$ cat src/rtl/data_mem_loader.sv
// data_mem_loader
// Boot-time loader that sits between the host byte link (UART/JTAG bridge)
// and the data-memory write port plus the core start input. It packs byte
// pairs (low byte first) into reg_width-bit words, writes them to addresses
// 0..word_count-1, then pulses core_start once.
//
// Ports
//   clk         system clock, rising edge
//   reset       synchronous, active-high
//   load_req    start a load; only honoured in IDLE or DONE
//   byte_in     stream byte
//   byte_valid  byte_in valid
//   byte_ready  loader accepts byte_in this cycle
//   mem_addr    data-memory write address (holds between writes)
//   mem_data    data-memory write data (holds between writes)
//   mem_wren    data-memory write enable, one cycle per word
//   core_start  one-cycle start pulse to the core
//   busy        load in progress
//   done        load finished; held until next load_req or reset
//   err         sticky format/checksum error; cleared by reset or load_req
//
// Optional feature: define LOADER_CHECKSUM_EN to require two trailing
// checksum bytes (modular sum of all words) before core_start is issued.
// A mismatch sets err and skips core_start.

module data_mem_loader #(
  parameter int reg_width  = 12,
  parameter int addr_width = 12,
  parameter int word_count = 256
) (
  input  logic                  clk,
  input  logic                  reset,
  input  logic                  load_req,
  input  logic [7:0]            byte_in,
  input  logic                  byte_valid,
  output logic                  byte_ready,
  output logic [addr_width-1:0] mem_addr,
  output logic [reg_width-1:0]  mem_data,
  output logic                  mem_wren,
  output logic                  core_start,
  output logic                  busy,
  output logic                  done,
  output logic                  err
);

  // Bits of the upper word field carried by the high byte.
  localparam int HiWidth = reg_width - 8;
  localparam logic [addr_width-1:0] LastAddr = addr_width'(word_count - 1);
  localparam logic [addr_width-1:0] AddrOne  = addr_width'(1);

  typedef enum logic [2:0] {
    StIdle,
    StLow,
    StHigh,
    StWrite,
    StStart,
    StDone
`ifdef LOADER_CHECKSUM_EN
    ,
    StCsumLow,
    StCsumHigh
`endif
  } state_t;

  state_t                state_q, state_d;
  logic [addr_width-1:0] addr_q, addr_d;
  logic [7:0]            dataLow_q, dataLow_d;
  logic [addr_width-1:0] memAddr_q, memAddr_d;
  logic [reg_width-1:0]  memData_q, memData_d;
  logic                  memWren_q, memWren_d;
  logic                  err_q, err_d;
`ifdef LOADER_CHECKSUM_EN
  logic [reg_width-1:0]  sum_q, sum_d;
`endif

  logic                  handshake;
  logic [reg_width-1:0]  packedWord;
  logic                  upperNonZero;

  // Word formed by the current high byte and the latched low byte; any set
  // bit of the high byte that does not fit into the word is a format error.
  assign packedWord   = {byte_in[HiWidth-1:0], dataLow_q};
  assign upperNonZero = |(byte_in >> HiWidth);
  assign handshake    = byte_valid & byte_ready;

  // Status and strobe outputs are plain decodes of the registered state,
  // so they are glitch-free and all zero while the FSM sits in IDLE.
  always_comb begin
    byte_ready = 1'b0;
    busy       = 1'b0;
    core_start = 1'b0;
    done       = 1'b0;
    unique case (state_q)
      StLow, StHigh: begin
        byte_ready = 1'b1;
        busy       = 1'b1;
      end
      StWrite: busy = 1'b1;
      StStart: begin
        busy       = 1'b1;
        core_start = 1'b1;
      end
      StDone: done = 1'b1;
`ifdef LOADER_CHECKSUM_EN
      StCsumLow, StCsumHigh: begin
        byte_ready = 1'b1;
        busy       = 1'b1;
      end
`endif
      default: ;
    endcase
  end

  // The write port is registered at the high-byte handshake so that
  // mem_wren lines up with the WRITE state while mem_addr/mem_data keep
  // their last written value afterwards, independent of later low bytes.
  assign mem_addr = memAddr_q;
  assign mem_data = memData_q;
  assign mem_wren = memWren_q;
  assign err      = err_q;

  // Next-state logic: byte collection, address sequencing and error capture.
  always_comb begin
    state_d   = state_q;
    addr_d    = addr_q;
    dataLow_d = dataLow_q;
    memAddr_d = memAddr_q;
    memData_d = memData_q;
    memWren_d = 1'b0;
    err_d     = err_q;
`ifdef LOADER_CHECKSUM_EN
    sum_d     = sum_q;
`endif
    unique case (state_q)
      StIdle, StDone: begin
        if (load_req) begin
          state_d = StLow;
          addr_d  = '0;
          err_d   = 1'b0;
`ifdef LOADER_CHECKSUM_EN
          sum_d   = '0;
`endif
        end
      end
      StLow: begin
        if (handshake) begin
          dataLow_d = byte_in;
          state_d   = StHigh;
        end
      end
      StHigh: begin
        if (handshake) begin
          memWren_d = 1'b1;
          memAddr_d = addr_q;
          memData_d = packedWord;
          if (upperNonZero) err_d = 1'b1;
`ifdef LOADER_CHECKSUM_EN
          sum_d     = sum_q + packedWord;
`endif
          state_d   = StWrite;
        end
      end
      StWrite: begin
        // The counter stops on the last address, so a full 2**addr_width
        // load never wraps back to 0.
        if (addr_q == LastAddr) begin
`ifdef LOADER_CHECKSUM_EN
          state_d = StCsumLow;
`else
          state_d = StStart;
`endif
        end else begin
          addr_d  = addr_q + AddrOne;
          state_d = StLow;
        end
      end
      StStart: state_d = StDone;
`ifdef LOADER_CHECKSUM_EN
      StCsumLow: begin
        if (handshake) begin
          dataLow_d = byte_in;
          state_d   = StCsumHigh;
        end
      end
      StCsumHigh: begin
        if (handshake) begin
          if (upperNonZero) err_d = 1'b1;
          if (packedWord == sum_q) begin
            state_d = StStart;
          end else begin
            err_d   = 1'b1;
            state_d = StDone;
          end
        end
      end
`endif
      default: state_d = StIdle;
    endcase
  end

  // State and datapath registers with synchronous reset.
  always_ff @(posedge clk) begin
    if (reset) begin
      state_q   <= StIdle;
      addr_q    <= '0;
      dataLow_q <= '0;
      memAddr_q <= '0;
      memData_q <= '0;
      memWren_q <= 1'b0;
      err_q     <= 1'b0;
`ifdef LOADER_CHECKSUM_EN
      sum_q     <= '0;
`endif
    end else begin
      state_q   <= state_d;
      addr_q    <= addr_d;
      dataLow_q <= dataLow_d;
      memAddr_q <= memAddr_d;
      memData_q <= memData_d;
      memWren_q <= memWren_d;
      err_q     <= err_d;
`ifdef LOADER_CHECKSUM_EN
      sum_q     <= sum_d;
`endif
    end
  end

endmodule
$ cat config.mk
export PLATFORM = sky130hd
export DESIGN_NAME = data_mem_loader
export DESIGN_NICKNAME = d
export VERILOG_FILES = /design/src/rtl/data_mem_loader.sv
export SDC_FILE = /design/constraint.sdc
export NUM_CORES = 1
export LEC_CHECK = 0
export ABC_AREA = 1
export BUFFER_PORTS_ARGS = -buffer_cell sky130_fd_sc_hd__buf_2
export CORE_MARGIN = 8
export CORE_UTILIZATION = 30
export DETAILED_ROUTE_END_ITERATION = 16
export HOLD_SLACK_MARGIN = 0.03
export PLACE_DENSITY = 0.55
export RECOVER_POWER = 100
export SYNTH_ARGS = -nofsm -noshare
export SYNTH_HDL_FRONTEND = slang
export SYNTH_SLANG_ARGS = --single-unit
$ cat constraint.sdc
create_clock -name clk -period 2 [get_ports clk]
set_input_delay 0 -clock clk [delete_from_list [all_inputs] [get_ports clk]]
set_output_delay 0 -clock clk [all_outputs]
set_load 0.005 [all_outputs]
* Yosys cells after proc, flatten, opt, wreduce, memory -nomap -nowiden *
Index checks and enable logic that the tools add are counted.

storage, ports and cells
  register bits = 49
  bits of input ports = 12
  output and inout bits = 30
  logic and storage cells = 51

cells by class
  $add $sub $neg = 1
  equality and inequality tests = 11
  multiplexer cells = 17
  bitwise operators = 2
  reductions and logical operators = 13

operators with widths
  cell                     count
  $mux W12                 2
  $pmux W12 S2             1
  $pmux W3 S5              1
  $add A12 B1 Y12 const B  1
  $eq A12 B8 Y1 const B    1
  $mux W3                  4
  $ne A2 B2 Y1 const B     5
  $mux W1                  8
  $reduce_or A4 Y1         2
  $eq A3 B2 Y1 const B     2
  $eq A3 B3 Y1 const B     2
  $reduce_and A3 Y1        2
  $reduce_or A2 Y1         3
  $reduce_and A2 Y1        2
  $reduce_and A4 Y1        1
  $reduce_bool A2 Y1       2
  $eq A3 B1 Y1 const B     1
  $logic_not A3 Y1         1
  $pmux W1 S2              1
  $and A1 B1 Y1            1
  $not A1 Y1               1

* Depth between registers and ports, before layout *
Gate-level depths: netlist of the first run.

  depth in word-level cells = 6
  gate-level depth with buffers = 9
  depth with buffers taken out = 9

* Worst setup path after synthesis of the first run *
OpenSTA, ideal clock, no wires.

  path type = register to register
  start point = register addr_q[0]
  end point = register addr_q[0]
  data arrival time = 1368 ps
  data required time = 1930 ps
  slack = 561 ps
  stages on the path, launching flop included = 9
  path buffers = 1
  cells stage by stage = dfxtp_1 > ha_1 > nand2_2 > nor2_4 > nand3_2 > nand2_4 > buf_8 > nand3_1 > a21oi_1

between the ends
  cells in the longest elaborated chain, start to end = 3
  elaborated cells between the ends (all ways) = 6
  classes of those cells = 1 x add/sub; 2 x eq/ne; 2 x mux; 1 x reduce/logical

ends and longest elaborated chain
  item                                               line      RTL
  from (decl)                                        66        logic [addr_width-1:0] addr_q, addr_d;
  from (signal assigned)                             216       addr_q <= addr_d;
  $add A12 B1 Y12 or $eq A12 B8 Y1 (tied branches)   173, 166
  $mux W12 or $ne A2 B2 Y1 (tied branches)           -
  $pmux W12 S2 or $reduce_and A3 Y1 (tied branches)  -

Several ways; a longest one is shown, not always the timed one. The select of a mux whose other input is x is not followed.
A chain may end at the register's enable or synchronous reset.

* Final worst setup path of the first run *
  start point = register state_q[1]
  end point = register addr_q[1]

between the ends
  cells in the longest elaborated chain, start to end = 4
  elaborated cells between the ends (all ways) = 9
  classes of those cells = 4 x eq/ne; 1 x mux; 4 x reduce/logical

ends and longest elaborated chain
  item                                                                 line  RTL
  from (decl)                                                          65    state_t state_q, state_d;
  from (signal assigned)                                               204   state_q <= StIdle;
  from (signal assigned)                                               215   state_q <= state_d;
  $eq A3 B3 Y1 or $logic_not A3 Y1 (tied branches)                     134   unique case (state_q)
  $reduce_or A2 Y1                                                     134
  $ne A2 B2 Y1 (no source line) or $reduce_bool A2 Y1 (tied branches)  -
  $reduce_and A3 Y1 (no source line)                                   -

Several ways; a longest one is shown, not always the timed one.

==> flow_metrics.tcl, run 1 <==
set metrics [dict create \
    status "finished clean" \
    power.density_nw_per_um2 752 \
    numCtsBuffers 5 \
    internal-power_uw 1410 \
    root_buffer "clkbuf_8" \
    tns_ps 0 \
    r2r_cells 8 \
    pwr-share-clk 0.310 \
    cts_buffer_depth 2 \
    p_seq_frac 0.546 \
    place.gp.congestion 0.848 \
    cts_setup_buffers 0 \
    antenna_found_initial 0 \
    final_nets 363 \
    synth_flop_cell "dfxtp_1" \
    clock-sinks 49 \
    netlist_instances 302 \
    coreArea_um2 7100 \
    ff2ff_setup_slack_ps 370 \
    pre_cts_ws_ps 443 \
    netSwitchingFraction 0.274 \
    holdPathEnd "mem_wren" \
    synth_fp_nets 315 \
    hold_viol 0 \
    period_share 0.817 \
    dr_total_vias 2066 \
    cp_top_family "simple AND/OR/NAND/NOR gates" \
    clk_pin_slew_ps 90 \
    worstReg2RegStart "state_q[1]" \
    drv_cap 0 \
    cts_tree "yes" \
    grt_pass1_wl_mm 8.58 \
    cpMostUsedCell "nand2_1" \
    path_cells "inv_1, nand3_1, nand2_1, nand2_1, nand2_2, nand2_1, nand2_1, nor2_1" \
    worst_path_largest_cell_delay_ps 340 \
    max-vdd-ir-drop_mv 0.393 \
    drt_first_pass_iters 4 \
    boundaryPins 42 \
    yosys.area.top_type "dfxtp_1" \
    ys.warnings.count 0 \
    postSynthAreaPerCell_um2 7.15 \
    die_y_um 101 \
    worst_slack_ps 365 \
    async_reset_ff_frac 0 \
    insertedDiodeCount 0 \
    setup_violations 0 \
    hold_buffers 9 \
    fill_cells 794 \
    synth_edf_count 0 \
    worstMarginPinSlew_ps 639 \
    final_antenna_net_count 0 \
    wl_met2_mm 2.28 \
    min_from "reset" \
    yosysSeqAreaShare 0.454 \
    h-tree-depth 2 \
    synth_top_area_share 0.454 \
    holdCritPathClass "in2reg" \
    wl_met1_mm 2.61 \
    comb_power_share 0.144 \
    power.switching_uw 534 \
    grt_remaining_overflow 0 \
    initial_core_util 0.304 \
    slew_viol_final 0 \
    wirelength_mm 5.32 \
    min_path_cells 2 \
    area_growth_pct 20.0 \
    portBuffers 41 \
    timing.slew.headroom 0.574 \
    cpMaxStageDelayCell "dfxtp_1" \
    die_area_um2 10200 \
    crit_buf_inv 1 \
    topRoutingLayerUsed "met4" \
    crit_fanout 13 \
    grt_max_degree 33 \
    grt_pass1_vias 1834 \
    rr_endpoint "addr_q[1]" \
    cp_data_required_time_ps 2190 \
    die_w_um 101 \
    rows 31 \
    finClkSkew_ps 6.77 \
    cts_resized 0 \
    path_class "reg2reg" \
    syn_area_um2 2160 \
    wl_met3_um 355 \
    drive_gt1_frac 0.114 \
    track_usage 0.105 \
    drt-vias-per-instance 4.59 \
    end_kind "flop" \
    clk_latency_ps 300 \
    fmax_mhz 612 \
    wl_per_cell_um 11.8 \
    start_kind "flop" \
    drc 0 \
    dpl.hpwl_mm 3.91 \
    period_needed_ps 1630 \
    cellLeakagePower_uw 0.00101 \
    rsz0062_at_grt "false" \
    drt_iter0_drc 101 \
    ys_seq_elements 49 \
    crit_arrival_ps 1820 \
    synth_cell_types 23 \
    synthTopCellsByArea "dfxtp_1 (45%), nor2_1 (9.7%), nand2_1 (8.5%)" \
]
[how the worst max path moves through the flow]
stage          startpoint  slack (ps)  cells past startpoint   endpoint
3_3_place_gp    addr_q[1]         510                      9  addr_q[1]
6_report       state_q[1]         370                      8  addr_q[1]
5_1_grt        state_q[1]         170                      8  addr_q[1]
2_1_floorplan   addr_q[0]         560                      8  addr_q[0]
3_5_place_dp    addr_q[1]         440                      8  addr_q[5]
4_1_cts         addr_q[1]         430                      9  addr_q[1]
[Yosys cell counts (2+ instances only)]
master	n
nor2_1	56
o21ai_0	33
nand2_2	3
inv_2	4
or2_2	3
dfxtp_1	49
nand4_1	6
nand3_2	2
buf_2	5
nand3_1	27
nor2_4	3
nand2_1	49
a31oi_1	2
clkbuf_1	6
a21oi_1	25
o21ai_1	2
inv_1	21
[logic make-up (layout without fill, tap and decap cells)]
group | after synthesis | after routing | synth area share
flip-flops | 49 | 49 | 0.454
AO/OA/AOI/OAI | 62 | 62 | 0.145
adder cells (fa/ha/maj) | 1 | 1 | 0.00580
AND/OR/NAND/NOR | 153 | 153 | 0.322
buffers and inverters | 37 | 86 | 0.0725
[worst reg2reg max path, cell delays in order, from the launching register on]
cell,delay (ps)
dfxtp_1,340
inv_1,190
nand3_1,130
nand2_1,130
nand2_1,310
nand2_2,260
nand2_1,80
nand2_1,60
nor2_1,40
[power groups by stage]
stage	Clock, uW	Combinational (uW)	Sequential (uW)
2_1_floorplan	0	190	1090
3_3_place_gp	0	282	1090
3_5_place_dp	0	282	1090
4_1_cts	629	298	1070
5_1_grt	662	322	1070
6_report	605	280	1060
[routing by layer]
metal / global-route usage / vias up
met2: 0.159 / 57
met5: 0 / -
met3: 0.0297 / 4
li1: - / 1084
met1: 0.135 / 921
met4: 0.0488 / 0
[cell usage in the layout (no fill, tap or decap), drive strengths merged]
| master | netlist | layout |
|---|---|---|
| nor2 | 60 | 60 |
| nand2 | 53 | 53 |
| dfxtp | 49 | 49 |
| o21ai | 35 | 35 |
| clkbuf | 6 | 32 |
| nand3 | 29 | 29 |
| a21oi | 25 | 25 |
| inv | 25 | 25 |
| buf | 6 | 18 |
| dlygate4sd3 | 0 | 9 |
| nand4 | 7 | 7 |
| or2 | 3 | 3 |
| a31oi | 2 | 2 |
| clkinv | 0 | 2 |
| nand3b | 1 | 1 |
| ha | 1 | 1 |
[registers in the layout (all words and copies together) (netlist names)]
| name | cells |
|---|---|
| addr_q | 12 |
| dataLow_q | 8 |
| err | 1 |
| mem_addr | 12 |
| mem_data | 12 |
| mem_wren | 1 |
| state_q | 3 |
[metrics by stage]
step	util	power, uW	hold WS, ps	cells	cell area [um2]
3_5_place_dp	0.345	1370	266	433	2450
4_1_cts	0.371	1990	55.9	450	2630
3_3_place_gp	0.345	1370	256	433	2450
6_report	0.365	1950	62.5	450	2590
2_1_floorplan	-	1280	148	302	2160
5_1_grt	0.365	2060	65.4	450	2590
[area by class of cell]
| type | count | area [um2] | area share |
|---|---|---|---|
| clock inverter | 2 | 13.8 | 0.00531 |
| tap | 99 | 124 | 0.0478 |
| clock buffer | 6 | 82.6 | 0.0319 |
| multi-input combinational | 216 | 1010 | 0.391 |
| timing repair buffer | 53 | 283 | 0.109 |
| inverter | 25 | 93.8 | 0.0362 |
| sequential | 49 | 981 | 0.379 |
(Power assumes the default switching activity.)
==> run 2: changes to the inputs <==
ABC_AREA = 0   (was 1)
PLACE_DENSITY = 0.57   (was 0.55)
clock period = 1.45 ns   (was 2 ns; I/O delays follow)
==> run 2 against run 1 <==
The flow now finishes with violations (negative setup slack). Largest power group unchanged. Clock skew is 1.5 ps lower. Critical endpoint is now addr_q[3]. Utilization is 7.3 points higher. First-iteration DRC count is 2.0% higher. Routed wire length is 2.0% higher.
==> flow_metrics.tcl, run 2 <==
set metrics [dict create \
    p_seq_frac 0.521 \
    power.density_nw_per_um2 906 \
    h-tree-depth 2 \
    grt_remaining_overflow 0 \
    slew_viol_final 0 \
    layout_common_cells "nand2_1 (53), dfxtp_1 (43), a21oi_1 (32)" \
    synth_top_area_share 0.482 \
    ys_seq_elements 49 \
    synth_fp_nets 253 \
    fill_cells 687 \
    cts_buffer_depth 2 \
    async_reset_ff_frac 0 \
    synth_cell_types 39 \
    timing.slew.headroom 0.723 \
    yosys.area.top_type "dfxtp_1" \
    portBuffers 41 \
    final_nets 334 \
    layout_commonest_cell "nand2_1" \
    cellLeakagePower_uw 0.00107 \
    path_class "reg2reg" \
    dpl.hpwl_mm 3.67 \
    synth_edf_count 0 \
    insertedDiodeCount 0 \
    crit_arrival_ps 1820 \
    period_needed_ps 1640 \
    fmax_mhz 610 \
    path_cells "or4_4, o31ai_4, buf_4, or3_1, a21oi_1" \
    netSwitchingFraction 0.222 \
    synth.most_common_cell "nand2_1" \
    end_kind "flop" \
    setup_violations 24 \
    rows 30 \
    hold_viol 0 \
    start_kind "flop" \
    postSynthAreaPerCell_um2 8.49 \
    area_growth_pct 43.7 \
    grt_pass1_wl_mm 8.74 \
    worst_slack_ps -191 \
    coreArea_um2 6680 \
    synthTopCellsByArea "dfxtp_1 (48%), nand2_1 (10%), a21oi_1 (9.3%)" \
    syn_area_um2 2040 \
    netlist_instances 240 \
    p_total_uw 2650 \
    numCtsBuffers 5 \
    boundaryPins 42 \
    ff_latch_area_um2 996 \
    status "finished with violations" \
    wirelength_mm 5.43 \
    worst_path_largest_cell_delay_ps 560 \
    internal-power_uw 2060 \
    violations "negative setup slack" \
    drt_iter0_drc 103 \
    die_y_um 98.4 \
    holdCritPathClass "in2reg" \
    dr_total_vias 1930 \
    antenna_found_initial 0 \
    synth_flop_cell "dfxtp_1" \
    power.switching_uw 587 \
    pwr-share-clk 0.376 \
    drt_first_pass_iters 4 \
    cp_data_required_time_ps 1630 \
    crit_fanout 6 \
    wl_per_cell_um 13.5 \
    yosys-top-cells-count "nand2_1 (55), dfxtp_1 (49), a21oi_1 (38), nor2_1 (18), mux2i_1 (9)" \
    grt_max_degree 40 \
    max-vdd-ir-drop_mv 0.407 \
    die_area_um2 9680 \
    clk_latency_ps 300 \
    grt_pass1_vias 1905 \
    finClkSkew_ps 5.23 \
    drv_cap 0 \
    drt-vias-per-instance 4.80 \
    die_w_um 98.4 \
    dpl_cell_area_um2 2520 \
    drive_gt1_frac 0.286 \
    place.gp.congestion 0.800 \
    cts_tree "yes" \
    worstMarginPinSlew_ps 415 \
    multiInputGateArea_um2 1070 \
    initial_core_util 0.305 \
    yosysSeqAreaShare 0.482 \
    root_buffer "clkbuf_8" \
    track_usage 0.109 \
    clock-sinks 49 \
    comb_power_share 0.103 \
    clk_pin_slew_ps 90 \
    final_antenna_net_count 0 \
    stdcell_area_um2 2930 \
    cpMaxStageDelayCell "or4_4" \
    post-route-util 0.438 \
    rsz0062_at_grt "true" \
    period_share 1.13 \
    ys.warnings.count 0 \
    drc 0 \
]
==> run 2: cell count changes in the layout (fill, tap and decap cells not counted), moves of 7 or more <==
cell	previous run	this run
nor2_1	56	17
o21ai_0	34	4
buf_4	2	29
inv_1	23	1
nand3_1	27	5
mux2i_1	0	9
a21oi_1	25	32
==> run 2: kinds of logic after synthesis <==
logic type | share of synthesized area
xor+xnor | 0.0172
mux | 0.0442
simple gates | 0.248
compound gates | 0.160
buf+inv | 0.0430
fa+ha+maj | 0.00614
flops | 0.482
==> run 2: area by class of cell <==
type | count | area share
Clock inverter | 1 | 0.0103
Inverter | 1 | 0.00128
Sequential cell | 49 | 0.340
Multi-Input combinational cell | 175 | 0.365
Timing Repair Buffer | 89 | 0.220
Clock buffer | 7 | 0.0295
Tap cell | 80 | 0.0342
==> run 2: final timing paths <==
path,start,endpoint,slack (ps),depth (start not counted)
worst min register to register,mem_data[11],mem_data[11],450,2
worst max-delay path,addr_q[11],addr_q[3],-190,5
worst max register to register,addr_q[11],addr_q[3],-190,5
worst min-delay path,reset,addr_q[11],120,3
==> run 2: stage by stage <==
stage          setup slack (ps)  std cells  hold slack [ps]  setup TNS [ps]
2_1_floorplan             -59.3        240              136            -211
3_3_place_gp               -149        377              254            -970
3_5_place_dp               -169        377              259           -1140
4_1_cts                    -186        397              168           -1480
5_1_grt                    -253        402              153           -4200
6_report                   -191        402              121           -1690
==> run 2: power by group through the flow <==
stage	sequential (uW)	clock [uW]	combinational, uW
finish	1380	998	273
global route	1380	1070	302
CTS	1380	1040	248
detailed placement	1410	0	220
global placement	1410	0	218
floorplan	1410	0	128
==> run 2: timing repair <==
item / CTS / global route
setup buffers: 3 / 3
hold buffers: 9 / 0
resized for setup: 9 / 31
gates cloned: 0 / 3
pin swaps: 7 / 8
hold endpoints to repair: 14 / 0
setup endpoints to repair: 10 / 46
==> run 2: critical path: cells and delay by family (launching register included) <==
kind / cells / cell delay, ps
simple gates: 2 / 660
compound gates: 2 / 360
flops: 1 / 330
buf+inv: 1 / 180
==> run 2: metal layers <==
metal / vias up / part of all wire / global-route usage
li1: 988 / - / -
met4: 0 / 0.012 / 0.0390
met2: 27 / 0.49 / 0.185
met1: 911 / 0.46 / 0.129
met5: - / 0 / 0
met3: 4 / 0.037 / 0.0299
==> run 3: changes to the inputs <==
BUFFER_PORTS_ARGS = -buffer_cell sky130_fd_sc_hd__clkbuf_2   (was -buffer_cell sky130_fd_sc_hd__buf_2)
CORE_UTILIZATION = 45   (was 30)
PLACE_DENSITY = 0.76   (was 0.57)
==> run 3 against run 2 <==
Sequential power hardly changed. Sequential share of layout area is 0.59 points lower. Highest routed layer unchanged. Largest power group unchanged. Power is 4.6% lower. Worst hold slack better by 19 ps. Non-clock buffer count is 4 higher. Final cell count is 6.0% lower. Sequential cell count stayed put. Die area is 28% lower. Combinational power is 11% higher. Critical path depth stayed put. Routed wire length is 11% higher. The flow still finishes with violations (negative setup slack). Utilization is 24 points higher.
==> flow_metrics.tcl, run 3 (same netlist as run 2, synthesis figures left out) <==
set metrics [dict create \
    numCtsBuffers 5 \
    period_needed_ps 1590 \
    p_total_uw 2530 \
    cts_buffer_depth 2 \
    drt-vias-per-instance 5.35 \
    wirelength_mm 6.02 \
    max-vdd-ir-drop_mv 0.501 \
    final_nets 338 \
    h-tree-depth 2 \
    cpMaxStageDelayCell "or4_4" \
    wl_per_cell_um 15.9 \
    tns_ps -1400 \
    clk_pin_slew_ps 90 \
    dp_cells 349 \
    crit_fanout 5 \
    hold_viol 0 \
    cts_tree "yes" \
    violations "negative setup slack" \
    final_antenna_net_count 0 \
    dpl.hpwl_mm 3.40 \
    fmax_mhz 628 \
    layout_commonest_cell "nand2_1" \
    layout.cells.non_filler 378 \
    start_kind "flop" \
    antenna_found_initial 0 \
    path_cells "buf_4, and4_1, nand2_1, or4_4, a21oi_2" \
    slew_viol_final 0 \
    rows 24 \
    timing.slew.headroom 0.708 \
    cellLeakagePower_uw 0.00109 \
    grt_pass1_vias 1916 \
    worst_slack_ps -142 \
    die_w_um 83.3 \
    insertedDiodeCount 0 \
    drt_first_pass_iters 4 \
    clk_latency_ps 300 \
    crit_arrival_ps 1830 \
    drc 0 \
    coreArea_um2 4350 \
    dr_total_vias 2024 \
    die_area_um2 6940 \
    cp_data_required_time_ps 1690 \
    status "finished with violations" \
    fill_cells 336 \
    cp_top_family "simple AND/OR/NAND/NOR gates" \
    boundaryPins 42 \
    drt_iter0_drc 109 \
    grt_pass1_wl_mm 8.47 \
    crit_buf_inv 1 \
    worstMarginPinSlew_ps 438 \
    grt_remaining_overflow 0 \
    die_y_um 83.3 \
    post-route-util 0.680 \
    ff_latch_area_um2 991 \
    portBuffers 41 \
    worst_path_largest_cell_delay_ps 440 \
    drv_cap 0 \
    area_growth_pct 45.5 \
    layout_common_cells "nand2_1 (54), dfxtp_1 (43), a21oi_1 (30)" \
    setup_violations 24 \
    drive_gt1_frac 0.316 \
    rsz0062_at_grt "true" \
    power.density_nw_per_um2 854 \
    grt_max_degree 40 \
    multiInputGateArea_um2 1120 \
    finClkSkew_ps 3.93 \
    initial_core_util 0.468 \
    holdCritPathClass "in2reg" \
    end_kind "flop" \
    track_usage 0.145 \
    path_class "reg2reg" \
    root_buffer "clkbuf_8" \
    clock-sinks 49 \
    place.gp.congestion 0.860 \
    period_share 1.10 \
]
==> run 3: final timing paths <==
| check | from | end | slack (ps) | cells after the start |
|---|---|---|---|---|
| max | addr_q[0] | addr_q[7] | -140 | 5 |
| min | load_req | state_q[2] | 140 | 4 |
| max reg2reg | addr_q[0] | addr_q[7] | -140 | 5 |
| min reg2reg | dataLow_q[5] | mem_data[5] | 450 | 2 |
==> run 3: repair_timing <==
item / CTS / global route
setup buffers: 5 / 4
hold buffers: 9 / 0
pin swaps: 11 / 19
gates resized for setup: 18 / 37
cloned: 0 / 3
endpoints found under the setup margin: 10 / 45
endpoints found under the hold margin: 14 / 0
==> run 3: final cells by class <==
type / instances / share of cell area
sequential: 49 / 0.334
tap: 52 / 0.0220
clock buffer: 6 / 0.0279
timing repair buffer: 93 / 0.231
clock inverter: 2 / 0.00465
multi-input combinational: 175 / 0.379
inverter: 1 / 0.00127
==> run 3: per-layer routing <==
layer,vias up,GRT usage,routed length [um]
li1,994,-,-
met1,963,0.154,2540
met2,54,0.253,3010
met3,13,0.0488,328
met4,0,0.0671,130
met5,-,0,0
==> run 3: stage by stage <==
step / area, um2 / setup WS, ps / hold slack [ps]
after floorplan: 2050 / -59.3 / 136
after global placement: 2500 / -116 / 246
after detailed placement: 2500 / -195 / 247
after CTS: 2790 / -128 / 134
after global routing: 2960 / -202 / 148
final: 2960 / -142 / 140
==> run 3: where the power goes <==
| part | leakage, uW | total, uW | switching (uW) | internal (uW) |
|---|---|---|---|---|
| clock network | 0.0000512 | 844 | 457 | 387 |
| registers | 0.000399 | 1380 | 16.6 | 1370 |
| logic | 0.000641 | 302 | 152 | 150 |
==> run 3: worst register-to-register path, cell delays in order (launching register included) <==
cell     delay (ps)
dfxtp_1         360
buf_4           140
and4_1          300
nand2_1         140
or4_4           440
a21oi_2         150
